File: src/rtl/instruction_fetch_unit_pkg.sv
// rtl/instruction_fetch_unit_pkg.sv - shared types and constants for the fetch stage
package instruction_fetch_unit_pkg;

  typedef enum logic [1:0] {
    IDLE  = 2'd0,
    FETCH = 2'd1,
    ISSUE = 2'd2,
    HALT  = 2'd3
  } ifu_state_t;

  localparam logic [5:0] HALT_OPCODE = 6'h3F;

  // Branch immediates count words, not bytes
  localparam int BR_SHIFT = 2;

endpackage

File: src/rtl/instruction_fetch_unit_pc_next_calc.sv
// rtl/instruction_fetch_unit_pc_next_calc.sv - combinational sequential/branch PC computation
module pc_next_calc
  import instruction_fetch_unit_pkg::*;
#(
  parameter int ADDR_W = 32
) (
  input  logic [ADDR_W-1:0] pc,
  input  logic [15:0]       imm,
  input  logic              branch_taken,
  output logic [ADDR_W-1:0] pc_plus4,
  output logic [ADDR_W-1:0] pc_next
);

  logic [ADDR_W-1:0] offset;

  // All sums wrap modulo 2^ADDR_W; negative immediates give backward branches
  assign pc_plus4 = pc + ADDR_W'(4);
  assign offset   = {{(ADDR_W-16){imm[15]}}, imm} << BR_SHIFT;
  assign pc_next  = branch_taken ? (pc_plus4 + offset) : pc_plus4;

endmodule

File: src/rtl/instruction_fetch_unit.sv
// rtl/instruction_fetch_unit.sv - MIPS fetch stage with req/ack imem port; optional HALT via IFU_HALT_EN
module instruction_fetch_unit
  import instruction_fetch_unit_pkg::*;
#(
  parameter int                ADDR_W   = 32,
  parameter logic [ADDR_W-1:0] RESET_PC = '0
) (
  input  logic              clk,
  input  logic              rst,
  output logic              imem_req,
  output logic [ADDR_W-1:0] imem_addr,
  input  logic              imem_ack,
  input  logic [31:0]       imem_rdata,
  input  logic              stall,
  input  logic              branch_taken,
  output logic              instr_valid,
  output logic [31:0]       instr,
  output logic [5:0]        opCode,
  output logic [5:0]        funct,
  output logic [ADDR_W-1:0] pc_plus4,
  output logic              halted
);

  ifu_state_t        state;
  ifu_state_t        state_nxt;
  logic [ADDR_W-1:0] pc;
  logic [ADDR_W-1:0] pc_nxt;
  logic              consume;

  // An issued instruction leaves the stage on the first ISSUE edge without stall
  assign consume = (state == ISSUE) && !stall;

  pc_next_calc #(
    .ADDR_W(ADDR_W)
  ) u_pc_next_calc (
    .pc          (pc),
    .imm         (instr[15:0]),
    .branch_taken(branch_taken),
    .pc_plus4    (pc_plus4),
    .pc_next     (pc_nxt)
  );

  // State register; reset clears it asynchronously so imem_req drops at once
  always_ff @(posedge clk or negedge rst) begin
    if (!rst) begin
      state <= IDLE;
    end else begin
      state <= state_nxt;
    end
  end

  // Next-state and state-decoded outputs (no input reaches an output directly)
  always_comb begin
    state_nxt   = state;
    imem_req    = 1'b0;
    instr_valid = 1'b0;
    halted      = 1'b0;
    case (state)
      IDLE: begin
        state_nxt = FETCH;
      end
      FETCH: begin
        imem_req = 1'b1;
        if (imem_ack) begin
          state_nxt = ISSUE;
        end
      end
      ISSUE: begin
        instr_valid = 1'b1;
        if (!stall) begin
`ifdef IFU_HALT_EN
          if (instr[31:26] == HALT_OPCODE) begin
            state_nxt = HALT;
          end else begin
            state_nxt = FETCH;
          end
`else
          state_nxt = FETCH;
`endif
        end
      end
      HALT: begin
`ifdef IFU_HALT_EN
        halted = 1'b1;
`else
        state_nxt = IDLE;
`endif
      end
      default: begin
        state_nxt = IDLE;
      end
    endcase
  end

  // PC advances only when the issued instruction is consumed
  always_ff @(posedge clk or negedge rst) begin
    if (!rst) begin
      pc <= RESET_PC;
    end else if (consume) begin
      pc <= pc_nxt;
    end
  end

  // Instruction register captures the word on the acknowledging FETCH edge only
  always_ff @(posedge clk or negedge rst) begin
    if (!rst) begin
      instr <= '0;
    end else if ((state == FETCH) && imem_ack) begin
      instr <= imem_rdata;
    end
  end

  assign imem_addr = pc;
  assign opCode    = instr[31:26];
  assign funct     = instr[5:0];

endmodule

File: config.mk
export PLATFORM = sky130hd
export DESIGN_NAME = instruction_fetch_unit
export DESIGN_NICKNAME = d
export VERILOG_FILES = /design/src/rtl/instruction_fetch_unit_pkg.sv /design/src/rtl/instruction_fetch_unit_pc_next_calc.sv /design/src/rtl/instruction_fetch_unit.sv
export SDC_FILE = /design/constraint.sdc
export NUM_CORES = 1
export LEC_CHECK = 0
export BUFFER_PORTS_ARGS = -buffer_cell sky130_fd_sc_hd__buf_2
export CORE_UTILIZATION = 30
export CTS_CLUSTER_DIAMETER = 40
export DETAILED_ROUTE_END_ITERATION = 10
export PLACE_DENSITY_LB_ADDON = 0.12
export RECOVER_POWER = 25
export SKIP_CTS_REPAIR_TIMING = 1
export SYNTH_ARGS = -nofsm -noshare
export SYNTH_HDL_FRONTEND = slang
export SYNTH_HIERARCHICAL = 1
export SYNTH_SLANG_ARGS = --single-unit
File: constraint.sdc
create_clock -name clk -period 4.4 [get_ports clk]
set_clock_uncertainty 0.1 [all_clocks]
set_input_delay 0.44 -clock clk [delete_from_list [all_inputs] [get_ports clk]]
set_output_delay 0.44 -clock clk [all_outputs]
set_load 0.02 [all_outputs]
=== Word level (Yosys, flattened, before mapping) ===
Index checks and enable logic that the tools add are counted.

* Logic and storage cells: 21
* Flip-flop bits (word level): 66
* Output and inout port bits: 111
* Bits of input ports: 37

* Mux-type cells: 6
* Reduce and logical (&&, ||, !) cells: 5
* Equal/unequal tests: 5
* Add/subtract/negate cells: 2

{| class="wikitable"
|+ Operators by type and width
! kind !! count
|-
| adder 32 x 3 -> 32 bit (second input constant) || 1
|-
| adder 32 bit || 1
|-
| two-way mux 32 bit || 1
|-
| case mux 2 bit (4 select lines) || 1
|-
| equality test 2 bit (second input constant) || 2
|-
| two-way mux 2 bit || 2
|-
| inequality test 2 bit (second input constant) || 2
|-
| equality test 2 x 1 -> 1 bit (second input constant) || 1
|-
| logical AND 1 bit || 2
|-
| zero test 2 bit || 1
|-
| two-way mux 1 bit || 2
|-
| AND reduction 2 bit || 1
|-
| zero test 1 bit || 1
|}

=== Longest topological paths before layout ===
Gate-level depths: netlist of run 1.

* Depth in word-level cells: 3
* Mapped depth: 18

=== By module ===
Netlist of run 1, hierarchy kept.

{| class="wikitable"
|+ By module, submodules not included
! module !! cells an instance !! times used !! area an instance (um^2)
|-
| instruction_fetch_unit || 158 || 1 || 2610.0
|-
| pc_next_calc || 341 || 1 || 2349.8
|}

=== Worst setup path after synthesis of run 1 ===
No wires, ideal clock.

* Path kind: register to register
* Start: register pc[2] (netlist: imem_addr[2])
* End: register pc[29] (netlist: imem_addr[29])
* Stages on the path, launching flop included: 16
* Setup slack: 0.062 ns
* Arrival time: 4.113 ns
* Library setup time: 0.125 ns
* Period minus slack after synthesis: 4.338 ns
* Data required time: 4.175 ns
* Path buffers: 0
* Cell sequence: dfrtp_1 ha_1 nand2_1 nor2_1 nand3_1 xnor2_1 ha_1 a211o_1 a2111oi_2 a21oi_1 a221o_1 a31oi_4 o21ai_2 a2111oi_4 nor3_2 mux2_2

* Cells in the longest elaborated chain, start to end: 3

{| class="wikitable"
|+ RTL lines
! what !! RTL line !! RTL
|-
| start, declared || instruction_fetch_unit.sv:26 || <nowiki>logic [ADDR_W-1:0] pc;</nowiki>
|-
| start signal, assigned || instruction_fetch_unit.sv:100 || <nowiki>pc <= pc_nxt;</nowiki>
|-
| adder 32 x 3 -> 32 bit || instruction_fetch_unit_pc_next_calc.sv:17 || <nowiki>assign pc_plus4 = pc + ADDR_W'(4);</nowiki>
|-
| net pc_plus4[14] || instruction_fetch_unit.sv:20 || <nowiki>output logic [ADDR_W-1:0] pc_plus4,</nowiki>
|-
| adder 32 bit || instruction_fetch_unit_pc_next_calc.sv:19 || <nowiki>assign pc_next = branch_taken ? (pc_plus4 + offset) : pc_plus4;</nowiki>
|-
| two-way mux 32 bit || instruction_fetch_unit_pc_next_calc.sv:19 ||
|-
| net pc_nxt[29] || instruction_fetch_unit.sv:27 || <nowiki>logic [ADDR_W-1:0] pc_nxt;</nowiki>
|}

The timed path passes the listed nets, and every way through them passes these cells.
A chain may end at the register's enable or synchronous reset.

=== Worst setup path in the final report of run 1 ===
* Start: register pc[5] (netlist: imem_addr[5])
* End: register pc[29] (netlist: imem_addr[29])

* Cells in the longest elaborated chain, start to end: 3

{| class="wikitable"
|+ RTL lines
! what !! RTL line
|-
| adder 32 x 3 -> 32 bit * || instruction_fetch_unit_pc_next_calc.sv:17
|-
| adder 32 bit || instruction_fetch_unit_pc_next_calc.sv:19
|-
| two-way mux 32 bit * || instruction_fetch_unit_pc_next_calc.sv:19
|-
| net pc_nxt[29] || instruction_fetch_unit.sv:27
|}

Mark *: on every way through the listed nets, which the timed path passes. The rest lies on a longest branch.

==> impl_results.md, run 1 <==
* Status: finished, violations left
* Failing checks: capacitance limit, slew limit
* Hold Startpoint: imem_rdata[6]
* Antenna Cells at 0
* Port buffer count at 146
* WHS Endpoint: instr[6]
* GPL Wtd Cong at 0.836
* Clk sinks at 66
* Top cell type by total area after synthesis: dfrtp_1
* FP Rows at 46
* Slew @ Worst Pin at 2350 ps
* WL met2 at 6.78 mm
* Tmin final at 4050 ps
* Root buf cell: clkbuf_16
* Total core area at 16000 um^2
* WL met1 at 5.94 mm
* Crit Path Max Fanout at 7
* Die height at 131 um
* R2r startpoint: imem_addr[5]
* Slew Limit Fails at 76
* Seq/Total Area, Yosys at 0.333
* Clock Latency Late Sink at 340 ps
* Synthesized Nets at 573
* Largest net degree at the start of global routing at 55
* Die width at 131 um
* Post-synth EDFFs at 0
* Crit path launch type: register
* Initial DRT Pass Iterations at 4
* Max frequency at 247 MHz
* Final Hold Viols at 0
* Via/cell ratio at 4.88
* Initial antenna violation count at 0
* Hold path depth at 2
* RSZ-0062 raised after global routing: no
* Area Overhead vs Synth at 24.5%
* Iteration-0 DRC Markers at 211
* CTS clk-pin slew, worst paths at 60 ps
* Grt total ovfl at 0
* Tcrit/Tclk final at 0.920
* Cells after synthesis at 499
* Top-Level Pins at 148
* Initial cell density of the core at 0.310
* CP arrival at 4180 ps
* Syn Area/Cell at 9.94 um^2
* Setup violations, final at 0
* Cell Area, Synth at 4960 um^2
* Fillers at 1690
* Hold crit path type: in -> reg
* Routed wl met3 at 716 um
* Critical path, cell by cell: nand4_1 > nor3_4 > nand4_1 > xnor2_1 > ha_1 > o21a_2 > a2111oi_2 > a21oi_1 > a221o_1 > a31oi_4 > o21ai_2 > a2111oi_4 > nor3_2 > mux2_2
* NumNets Final at 708
* Synth warn at 6
* Placed wire-length estimate at 10.5 mm
* DRT Wirelength at 13.6 mm
* Die ar. at 17100 um^2
* Clk buf depth at 2
* Top cells by area, synth: dfrtp_1, mux2_2, ha_1, xnor2_1, a21oi_1
* Yosys reg bits at 66
* # H-tree levels at 3
* FF-to-FF End: imem_addr[29]
* GR Util All Layers at 0.167
* Vias in the first global route at 4110
* Biggest cell delay along the critical path at 420 ps
* Via count at 4175
* Maxcap violations at 2
* Cell at the slowest stage of the critical path: dfrtp_2
* Drc violations at 0
* Yosys cell types at 53
* Area of the multi-input gates at 3110 um^2
* CTS buffer count at 9
* Share of layout cells above drive strength 1 at 0.376
* WL/cell at 15.9 um
* Register Area at 1660 um^2
* CP endpoint kind: register
* Post-DRT Antenna Nets at 0
* First-pass GRT wire length at 21.7 mm
* Async SR Flop Fraction at 1.00
* Top layer in use: met4
* FF-to-FF path depth at 14
* Slew Limit Headroom at -0.569
* Setup TNS at 0 ps
* Most frequent cell on the critical path: nand4_1
* Kind of critical path: reg -> reg
* Area share of the largest cell type after synthesis at 0.333
* CTS tree: built
* Worst EP required at 4530 ps
* Top FF cell, synth: dfrtp_1
* R2R Setup Slk at 350 ps
==> cell usage after synthesis, types with 2 or more instances <==
| master | instances |
|---|---|
| o21bai_1 | 3 |
| buf_6 | 5 |
| nand4_1 | 7 |
| or2_2 | 3 |
| nand3_1 | 23 |
| inv_1 | 6 |
| nor2b_1 | 4 |
| a211oi_1 | 2 |
| and4_1 | 4 |
| and2_1 | 5 |
| nor2_1 | 40 |
| nand2_1 | 33 |
| xor2_1 | 22 |
| and3_1 | 5 |
| clkbuf_1 | 8 |
| mux2_1 | 4 |
| nand2b_1 | 4 |
| o211a_1 | 2 |
| o21ai_0 | 20 |
| ha_1 | 36 |
| a21oi_1 | 42 |
| dfrtp_1 | 66 |
| mux2_2 | 64 |
| a31oi_1 | 2 |
| a21o_1 | 9 |
| xnor2_1 | 30 |
| mux2i_1 | 2 |
| buf_4 | 18 |
| nor3_2 | 2 |
| o31ai_1 | 4 |
| a41oi_1 | 2 |
==> stage by stage <==
stage	worst slack, ps	hold WS, ps	instances	cell area [um^2]	util
after floorplan	62.2	44.4	499	4960	-
after global placement	232	387	839	5810	0.363
after detailed placement	51.5	389	839	5810	0.363
after CTS	53.7	197	855	6150	0.384
after global routing	38.0	203	855	6170	0.386
final	351	216	855	6170	0.386
==> critical path, delay by kind of cell, from the launching register on <==
| family | cells | cell delay, ps |
|---|---|---|
| AOI/OAI and AO/OA | 7 | 1740 |
| and+or+nand+nor | 4 | 770 |
| DFF | 1 | 420 |
| adders and majority gates | 1 | 350 |
| xor gates and xnor gates | 1 | 280 |
| muxes | 1 | 260 |
==> sequential cells by signal, summed over array words and instances (netlist names) <==
register   flops
imem_addr     32
state          2
instr         32
==> metal layers <==
| metal | GRT usage | vias to the layer above |
|---|---|---|
| met5 | 0 | - |
| met3 | 0.0387 | 11 |
| met2 | 0.279 | 101 |
| met1 | 0.212 | 2014 |
| li1 | - | 2049 |
| met4 | 0.0541 | 0 |
==> cell usage in the layout, fill, tap and decap left out, drive strengths merged, types with 2 or more instances in the layout <==
master    count
nand3        23
ha           36
o21ai        21
and4          4
o21bai        3
o211a         2
mux2         68
clkinvlp      2
xor2         22
a21o          9
and3          6
o21a          2
nor3b         2
bufinv        3
a41oi         2
nand4         7
a21oi        42
o31ai         4
nor2b         4
clkbuf       29
nor3          3
a2111oi       3
a31oi         3
xnor2        30
a211oi        2
and2          5
or2           3
buf         136
nor2         40
nand2        33
dfrtp        66
nand2b        4
mux2i         2
inv           7
==> cell type report <==
class,count,share of cell area
tap,216,0.0438
clock buffer,10,0.0371
sequential,66,0.268
multi-input combinational,396,0.503
clock inverter,6,0.0184
inverter,6,0.00365
timing repair buffer,155,0.125
==> kinds of logic (layout without fill, tap and decap cells) <==
logic type,Yosys count,in the layout,share of synthesized area
multiplexers,70,70,0.158
buffers and inverters,37,177,0.0492
AO/OA/AOI/OAI,99,99,0.131
other,1,1,0.000756
adder cells (fa/ha/maj),37,37,0.0949
AND/OR/NAND/NOR,137,137,0.141
XOR/XNOR,52,52,0.0918
flip-flops,66,66,0.333
==> worst max-delay path by stage <==
| stage | start | endpoint | slack (ps) | depth (start not counted) |
|---|---|---|---|---|
| after detailed placement | imem_addr[2] | imem_addr[31] | 50 | 18 |
| after floorplan | imem_addr[2] | imem_addr[29] | 60 | 15 |
| after CTS | imem_addr[2] | imem_addr[31] | 50 | 18 |
| after global placement | imem_addr[2] | imem_addr[31] | 230 | 18 |
| final | imem_addr[5] | imem_addr[29] | 350 | 14 |
| after global routing | imem_addr[3] | imem_addr[31] | 40 | 18 |
Power of run 1 is not shown: default switching activity piles up to over one toggle a cycle in this logic, so the estimate is an artifact.
==> run 2: changes to the inputs <==
--- a/config.mk
+++ b/config.mk
@@ -6,7 +6,10 @@
 export NUM_CORES = 1
 export LEC_CHECK = 0
 export BUFFER_PORTS_ARGS = -buffer_cell sky130_fd_sc_hd__buf_2
-export CORE_UTILIZATION = 30
+export CAP_MARGIN = 20
+export CELL_PAD_IN_SITES_DETAIL_PLACEMENT = 0
+export CELL_PAD_IN_SITES_GLOBAL_PLACEMENT = 1
+export CORE_UTILIZATION = 40
 export CTS_CLUSTER_DIAMETER = 40
 export DETAILED_ROUTE_END_ITERATION = 10
 export PLACE_DENSITY_LB_ADDON = 0.12
==> run 2 against run 1 <==
Against the previous run:
- the flow still finishes with violations (capacitance limit, slew limit)
- wire length fell by 6.1%
- final cell count is 5.6% lower
- non-clock buffer count stayed put
- sequential share of layout area rose by 0.37 points
- critical endpoint is now imem_addr[31]
- largest cell class unchanged
==> impl_results.md, run 2 (synthesized netlist as in run 1, its figures left out) <==
* Status: finished, violations left
* Failing checks: capacitance limit, slew limit
* Clk sinks at 66 (unchanged)
* Drc violations at 0 (unchanged)
* DP Cell Count at 791 (-5.7%)
* FF-to-FF End: imem_addr[31]
* Maxcap violations at 2 (unchanged)
* Initial antenna violation count at 0 (unchanged)
* Crit path launch type: register
* WL/cell at 15.8 um (-0.48%)
* FP Rows at 40 (-13%)
* Post-DRT Antenna Nets at 0 (unchanged)
* Post-route setup slack at 310 ps (-40.6 ps)
* CTS buffer count at 9 (unchanged)
* Commonest non-fill, non-tap cell in the layout: buf_2
* Final core occ at 0.504 (+0.118)
* Max frequency at 245 MHz (-0.99%)
* Fin cells at 807 (-5.6%)
* Setup TNS at 0 ps (unchanged)
* GR Util All Layers at 0.210 (+0.0424)
* Die height at 113 um (-13%)
* Tmin final at 4090 ps (+40.6 ps)
* Slew @ Worst Pin at 2270 ps (-85.4 ps)
* Grt total ovfl at 0 (unchanged)
* Initial cell density of the core at 0.411 (+0.101)
* Hold crit path type: in -> reg
* Die width at 113 um (-13%)
* Placed wire-length estimate at 9.47 mm (-9.5%)
* Total core area at 12100 um^2 (-25%)
* R2R Setup Slk at 310 ps (-40 ps)
* Kind of critical path: reg -> reg
* CTS tree: built
* Worst EP required at 4520 ps (about the same)
* Pre-CTS WS at 123 ps (+71.6 ps)
* Port buffer count at 146 (unchanged)
* CP endpoint kind: register
* Share of layout cells above drive strength 1 at 0.365 (-0.0110)
* Die ar. at 12800 um^2 (-25%)
* GPL Wtd Cong at 0.884 (+5.8%)
* Vias in the first global route at 4065 (-1.1%)
* Clk buf depth at 2 (unchanged)
* Largest net degree at the start of global routing at 56 (+1.8%)
* Highest-count cells in the layout ignoring fill and taps: buf_2, dfrtp_1, mux2_2, a21oi_1, nor2_1
* RSZ-0062 raised after global routing: no
* First-pass GRT wire length at 20.9 mm (-3.8%)
* Top-Level Pins at 148 (unchanged)
* CTS clk-pin slew, worst paths at 60 ps (about the same)
* Crit Path Max Fanout at 8 (+1)
* # H-tree levels at 3 (unchanged)
* WHS Endpoint: instr[5]
* Via count at 4166 (-0.22%)
* Slew Limit Headroom at -0.512 (+0.0569)
* Root buf cell: clkbuf_16
* Hold path depth at 2 (unchanged)
* Final Hold Viols at 0 (unchanged)
* NumNets Final at 708 (unchanged)
* Slew Limit Fails at 74 (-2.6%)
* Initial DRT Pass Iterations at 4 (unchanged)
* DRT Wirelength at 12.8 mm (-6.1%)
* CP arrival at 4210 ps (+30 ps)
* R2r startpoint: imem_addr[4]
* Area Overhead vs Synth at 22.5%
* Tcrit/Tclk final at 0.930 (+0.00923)
* FF-to-FF path depth at 18 (+4)
* Clock Latency Late Sink at 340 ps (about the same)
* Via/cell ratio at 5.16 (+5.7%)
* Antenna Cells at 0 (unchanged)
* Hold Startpoint: imem_rdata[5]
* Iteration-0 DRC Markers at 144 (-32%)
* Setup violations, final at 0 (unchanged)
==> run 2: worst max-delay path by stage <==
stage	slack, ps	startpoint	cells after the start	to
floorplan	60	imem_addr[2]	15	imem_addr[29]
global placement	240	imem_addr[2]	17	imem_addr[31]
detailed placement	120	imem_addr[2]	18	imem_addr[31]
CTS	130	imem_addr[2]	18	imem_addr[31]
global route	9	imem_addr[2]	18	imem_addr[31]
finish	310	imem_addr[4]	18	imem_addr[31]
==> run 2: worst max-delay path: stages (launching register included) <==
cell,delay [ps]
dfrtp_1,480
and4_1,250
nand2_1,100
nor2_1,100
buf_4,160
nand3_1,190
nor2_4,240
nand3_1,150
xnor2_2,180
ha_1,380
nand2_1,150
o21ai_0,100
o21ai_0,160
a21oi_1,80
a2111oi_0,380
o31ai_1,160
mux2i_1,160
xor2_1,150
mux2_1,290
==> run 2: final cells by class <==
cell class | count | area [um^2]
clock buffer | 10 | 239
multi-input combinational | 396 | 3090
tap | 168 | 210
clock inverter | 6 | 88.8
inverter | 6 | 22.5
sequential | 66 | 1650
timing repair buffer | 155 | 772
fill | 1168 | 5990
==> run 2: metal layers <==
layer | share of wire | global-route usage
met5 | 0 | 0
met4 | 0.019 | 0.0904
met3 | 0.044 | 0.0439
met2 | 0.47 | 0.334
met1 | 0.47 | 0.275
==> run 2: stage by stage <==
step / cell area (um^2) / hold WS [ps]
3_3_place_gp: 5750 / 384
5_1_grt: 6070 / 211
6_report: 6070 / 212
3_5_place_dp: 5750 / 394
2_1_floorplan: 4960 / 44.4
4_1_cts: 6070 / 169
Power of run 2 is left out for the same reason.
